## config.mk

```make
export PLATFORM = sky130hd
export DESIGN_NAME = btpipe_out_arbiter
export DESIGN_NICKNAME = d
export VERILOG_FILES = /design/src/rtl/btpipe_arb_pkg.sv /design/src/rtl/btpipe_out_arbiter_rr_select.sv /design/src/rtl/btpipe_out_arbiter.sv
export SDC_FILE = /design/constraint.sdc
export NUM_CORES = 1
export LEC_CHECK = 0
export CAP_MARGIN = 20
export CORE_ASPECT_RATIO = 1.25
export CORE_MARGIN = 5
export CORE_UTILIZATION = 43
export CTS_CLUSTER_SIZE = 25
export DETAILED_ROUTE_END_ITERATION = 10
export PLACE_DENSITY = 0.82
export RECOVER_POWER = 25
export SYNTH_ARGS = -nofsm -noshare
export SYNTH_HDL_FRONTEND = slang
export SYNTH_SLANG_ARGS = --single-unit
```

## constraint.sdc

```tcl
create_clock -name ti_clk -period 3.6 [get_ports ti_clk]
set_clock_uncertainty 0.2 [all_clocks]
set_input_delay 0.9 -clock ti_clk [delete_from_list [all_inputs] [get_ports ti_clk]]
set_output_delay 0.9 -clock ti_clk [all_outputs]
set_load 0.02 [all_outputs]
```

## src/rtl/btpipe_arb_pkg.sv

```systemverilog
// Shared constants for the block-granular okBTPipeOut arbiter: header tag,
// FSM state encodings and the header word builder.
package btpipe_arb_pkg;

  localparam logic [7:0] HDR_TAG = 8'hA5;

  localparam logic [1:0] ST_IDLE    = 2'd0;
  localparam logic [1:0] ST_ARMED   = 2'd1;
  localparam logic [1:0] ST_HEADER  = 2'd2;
  localparam logic [1:0] ST_PAYLOAD = 2'd3;

  function automatic logic [15:0] hdr_word(input logic [3:0] ch);
    return {HDR_TAG, 4'h0, ch};
  endfunction

endpackage

```

## src/rtl/btpipe_out_arbiter_rr_select.sv

```systemverilog
// Combinational round-robin pick: first asserted req at or after ptr, wrapping.
module rr_select #(
  parameter int N_CH = 4
) (
  input  logic [N_CH-1:0] req,
  input  logic [3:0]      ptr,
  output logic            valid,
  output logic [3:0]      idx
);

  logic [2*N_CH-1:0] dbl;
  logic [N_CH-1:0]   rot;
  logic [4:0]        sum;

  always_comb begin
    dbl   = {req, req};
    rot   = N_CH'(dbl >> ptr);
    valid = |req;
    sum   = {1'b0, ptr};
    // Scan downward so the lowest rotated position (nearest ptr) wins.
    for (int j = N_CH - 1; j >= 0; j--) begin
      if (rot[j]) sum = {1'b0, ptr} + 5'(j);
    end
    if (sum >= 5'(N_CH)) sum = sum - 5'(N_CH);
    idx = sum[3:0];
  end

endmodule

```

## src/rtl/btpipe_out_arbiter.sv

```systemverilog
// Shares one okBTPipeOut among N_CH FWFT sources, one header-tagged block per
// round-robin grant; all logic in the ti_clk domain.
module btpipe_out_arbiter
  import btpipe_arb_pkg::*;
#(
  parameter int N_CH        = 4,
  parameter int BLOCK_WORDS = 256,
  parameter int CNT_W       = 9
) (
  input  logic                 ti_clk,
  input  logic                 rst_n,
  input  logic                 enable,
  input  logic                 err_clr,
  input  logic                 ep_read,
  input  logic                 ep_blockstrobe,
  output logic [15:0]          ep_datain,
  output logic                 ep_ready,
  input  logic [N_CH-1:0]      ch_ready,
  input  logic [16*N_CH-1:0]   ch_data,
  output logic [N_CH-1:0]      ch_rd,
  output logic [3:0]           grant_ch,
  output logic                 busy,
  output logic                 err
);

  logic [1:0]       state;
  logic [3:0]       ptr;
  logic [CNT_W-1:0] cnt;
  logic             sel_valid;
  logic [3:0]       sel_idx;
  logic             err_set;

  rr_select #(.N_CH(N_CH)) u_rr (
    .req   (ch_ready),
    .ptr   (ptr),
    .valid (sel_valid),
    .idx   (sel_idx)
  );

  assign busy = (state == ST_HEADER) || (state == ST_PAYLOAD);

  // Reads outside a block and strobes anywhere but ARMED are protocol errors.
  assign err_set = (ep_read && !busy) || (ep_blockstrobe && (state != ST_ARMED));

  always_comb begin
    ep_datain = '0;
    ch_rd     = '0;
    case (state)
      ST_HEADER:  ep_datain = hdr_word(grant_ch);
      ST_PAYLOAD: begin
        for (int i = 0; i < N_CH; i++) begin
          if (grant_ch == 4'(i)) begin
            ep_datain = ch_data[16*i +: 16];
            ch_rd[i]  = ep_read && !ep_blockstrobe;
          end
        end
      end
      default: ;
    endcase
  end

  always_ff @(posedge ti_clk or negedge rst_n) begin
    if (!rst_n) begin
      state    <= ST_IDLE;
      ptr      <= '0;
      grant_ch <= '0;
      cnt      <= '0;
      ep_ready <= 1'b0;
      err      <= 1'b0;
    end else begin
      err <= err_set || (err && !err_clr);
      case (state)
        ST_IDLE: begin
          if (enable && sel_valid) begin
            grant_ch <= sel_idx;
            ptr      <= (sel_idx == 4'(N_CH - 1)) ? 4'd0 : sel_idx + 4'd1;
            ep_ready <= 1'b1;
            state    <= ST_ARMED;
          end
        end
        ST_ARMED: begin
          if (ep_blockstrobe) begin
            cnt      <= '0;
            ep_ready <= 1'b0;
            state    <= ST_HEADER;
          end
        end
        ST_HEADER: begin
          if (ep_blockstrobe) begin
            cnt <= '0;
          end else if (ep_read) begin
            cnt   <= CNT_W'(1);
            state <= ST_PAYLOAD;
          end
        end
        default: begin
          // A restart strobe abandons the block; already-popped words are lost.
          if (ep_blockstrobe) begin
            cnt   <= '0;
            state <= ST_HEADER;
          end else if (ep_read) begin
            cnt <= cnt + 1'b1;
            if (cnt == CNT_W'(BLOCK_WORDS - 1)) state <= ST_IDLE;
          end
        end
      endcase
    end
  end

endmodule

```

==> results.cfg <==
[run_status]
status = complete, no violations

[setup_path]
worst_setup_path_startpoint = ch_data[22]
cp-start-kind = input port
worstPathRequired_ps = 2500
crit_fanout = 1
critical_path.top_delay_family = buffers and inverters
critical_path.reg2reg.startpoint = ptr[0]
timing.critical_path.slowest_cell_delay_ps = 620
timing.critical_path.slowest_stage_cell = sky130_fd_sc_hd__clkdlybuf4s50_1
critPathArrivalTime_ps = 2410
buffers_and_inverters_on_the_worst_path = 2
crit_path_cell_trace = clkdlybuf4s50_1, mux2_2, o221ai_1, nor2_1, clkdlybuf4s50_1
worstSetupEndpointType = output pin
crit_top_cell = sky130_fd_sc_hd__clkdlybuf4s50_1
timing.setup.critical_path_class = input port to output pin

[global_routing]
grtUsageTotal_pct = 21.6
grt_max_degree = 22
grt_first_pass_wirelength_microns = 11900
initial_antenna_violation_count = 0
residual_overflow_from_global_routing = 0
vias_in_the_first_global_route = 2549

[layout]
drive_gt1_share_pct = 18.2
non_filler_cell_area_final_sq_um = 3630
design.final.nets = 473
area_delta_synth_final_pct = 58.6
insertedDiodeCount = 0
nFillCells = 398

[synth]
synth-seq-cells = 21
synth.top_cell.area_share_pct = 23.0
synth.cell_area_sq_um = 2290
netlist_instances = 265
synth_enable_flop_cells = 0
async_set_reset_flop_share_out_of_synthesis_pct = 100
post_synth_cell_types = 57
postSynthAreaPerCell_sq_um = 8.63
mappedNetlistNets = 352
synth_top_cells_by_area = sky130_fd_sc_hd__dfrtp_1 23%, sky130_fd_sc_hd__mux4_2 9.8%, sky130_fd_sc_hd__ha_1 7.1%, sky130_fd_sc_hd__nor2_1 6.2%, sky130_fd_sc_hd__nand2_1 4.4%
ys.flop_type = sky130_fd_sc_hd__dfrtp_1
synth_area_leader = sky130_fd_sc_hd__dfrtp_1
ys_warnings = 0
synth-seq-area-share_pct = 23.0

[placement]
numPortBuffers = 100
place.detailed.hpwl_microns = 6430
placed_area_sq_um = 3510
place.gp.congestion = 0.970

[floorplanning]
core_area_sq_um = 5120
die_h_microns = 91.5
number_of_primary_i_o_pins = 101
fp.dieArea_sq_um = 6890
die_wd_microns = 75.2
fp-row-count = 29
initial_core_util_pct = 44.7

[clock_tree]
clock-root-buffer = sky130_fd_sc_hd__clkbuf_8
clock_tree.buffer_depth = 2
cts_sink_cnt = 21
cts_hold_buf = 0
clock_latency_ps = 250
cts_made_buffers = 3
clk_transition_reported_paths_ps = 70
cts-htree-levels = 1
clock_tree_from_tritoncts = built

[routing]
dr_total_vias = 2580
drtAntennaViolNets = 0
route.final.wire_length_microns = 7910
drc_errors = 0
drtPass1Iterations = 4
wire_per_inst_microns = 17.7
drt_iter0_drc = 83
drt_via_density = 5.77

[timing]
hold_slack_ps = 312
tightestPinTransition_ps = 932
timing.slew.headroom_pct = 37.7
final.period_utilization_pct = 97.6
rsz_0062_raised_after_global_routing = no
final-setup-viol-count = 0
min_period_ps = 3510
fmax_mhz = 284
timing.final.hold_violations = 0
fin_tns_setup_ps = 0
drv_slew = 0

[worst_hold_path]
worst_hold_path_type = flip-flop to flip-flop
hold_path_startpoint = ep_ready

[power_and_ir_drop]
power.static_leakage_nw = 1.73
power_density_nw_per_um2 = 714
vdd.ir_drop.worst_uv = 518

[flow_run]
timing.max_cap.violations = 0
==> synth_stat cells (all sizes together) (2+ instances only) <==
master,instances
a211o,2
a211oi,3
a21o,6
a21oi,5
a22o,3
a31oi,4
and2,3
and3,7
buf,5
clkbuf,7
dfrtp,21
ha,13
inv,14
mux2,11
mux2i,3
mux4,10
nand2,27
nand2b,5
nand3,4
nand4,5
nor2,39
nor2b,2
nor3,3
nor3b,2
o211ai,2
o21ai,19
o221ai,10
o31a,2
o31ai,3
or3,2
or4,2
xor2,6
==> logic make-up (layout without fill, tap and decap cells) <==
family | Yosys count | count (layout) | synth area share, %
compound gates | 68 | 68 | 22.3
simple gates | 107 | 107 | 22.6
fa+ha+maj | 13 | 13 | 7.11
mux | 24 | 24 | 16.9
buf+inv | 26 | 146 | 5.74
flops | 21 | 21 | 23.0
xor+xnor | 6 | 6 | 2.30
==> per-stage QoR <==
| stage | setup WS (ps) | util [%] | cells | total power [mW] |
|---|---|---|---|---|
| after detailed placement | -282 | 68.6 | 443 | 2.39 |
| final | 85.0 | 70.9 | 447 | 2.59 |
| after global placement | -178 | 68.6 | 443 | 2.35 |
| after CTS | 3.47 | 69.4 | 447 | 2.54 |
| after floorplan | 274 | - | 265 | 1.64 |
| after global routing | 17.6 | 70.9 | 447 | 2.82 |
==> cell usage in the layout (no fill, tap or decap), types with 3 or more instances in the layout <==
master	count
sky130_fd_sc_hd__o31ai_1	3
sky130_fd_sc_hd__a21o_1	6
sky130_fd_sc_hd__nand2b_1	4
sky130_fd_sc_hd__a21oi_1	5
sky130_fd_sc_hd__dlymetal6s2s_1	14
sky130_fd_sc_hd__nand2_1	27
sky130_fd_sc_hd__inv_1	14
sky130_fd_sc_hd__dlygate4sd2_1	4
sky130_fd_sc_hd__clkbuf_8	3
sky130_fd_sc_hd__clkdlybuf4s50_1	81
sky130_fd_sc_hd__nand4_1	5
sky130_fd_sc_hd__xor2_1	6
sky130_fd_sc_hd__dfrtp_1	21
sky130_fd_sc_hd__mux4_2	10
sky130_fd_sc_hd__a22o_1	3
sky130_fd_sc_hd__ha_1	13
sky130_fd_sc_hd__nand3_1	4
sky130_fd_sc_hd__nor3_1	3
sky130_fd_sc_hd__o21ai_0	18
sky130_fd_sc_hd__and3_1	7
sky130_fd_sc_hd__mux2_2	7
sky130_fd_sc_hd__o221ai_1	9
sky130_fd_sc_hd__buf_4	27
sky130_fd_sc_hd__nor2_1	37
==> registers in the layout, indices dropped and copies added, names as in the netlist <==
register	flops
ptr	4
err	1
state	2
grant_ch	4
cnt	9
ep_ready	1
==> path summary, 6_finish.rpt <==
| kind | to | slack [ps] | cells after the start |
|---|---|---|---|
| max | ep_datain[6] | 90 | 5 |
| min | ep_ready | 310 | 2 |
| max reg2reg | ptr[3] | 320 | 10 |
| min reg2reg | ep_ready | 310 | 2 |
| max in group asynchronous | ptr[0] | 1600 | 1 |
| min in group asynchronous | err | 1030 | 1 |
==> worst register-to-register path, stage by stage (launching register included) <==
cell and delay, ps:
sky130_fd_sc_hd__dfrtp_1 630, sky130_fd_sc_hd__inv_1 170, sky130_fd_sc_hd__ha_1 270, sky130_fd_sc_hd__nor4b_1 260, sky130_fd_sc_hd__nand4_1 130, sky130_fd_sc_hd__a211o_1 310, sky130_fd_sc_hd__o211ai_2 90, sky130_fd_sc_hd__a31oi_2 70
sky130_fd_sc_hd__ha_1 360, sky130_fd_sc_hd__or4_1 530, sky130_fd_sc_hd__a31oi_1 170
==> routing by layer <==
metal  vias up  wire, microns  share of wire [%]  track usage (%)
met4         0            184                2.3             7.73
met5         -              0                  0                0
met2       104           4090                 52             40.2
li1       1227              -                  -                -
met3        14            724                9.2             3.76
met1      1235           2910                 37             23.7
==> what timing repair did <==
action,CTS,global route
setup buffers,0,0
gates resized for setup,4,23
pin swaps,0,0
endpoints found under the setup margin,4,14
==> report_power, final <==
| group | switching [mW] | leakage (nW) | internal [mW] |
|---|---|---|---|
| registers | 0.134 | 0.266 | 0.309 |
| clock network | 0.0708 | 0.0228 | 0.0786 |
| logic | 1.01 | 1.44 | 0.984 |
| total | 1.22 | 1.73 | 1.37 |
==> area by class of cell <==
type | instances | area (sq um) | area share [%]
sequential | 21 | 526 | 14.5
inverter | 14 | 52.6 | 1.45
clock buffer | 4 | 45.0 | 1.24
multi-input combinational | 218 | 1670 | 46.1
tap | 62 | 77.6 | 2.14
timing repair buffer | 128 | 1250 | 34.6
Power figures use the tool's default switching activity.
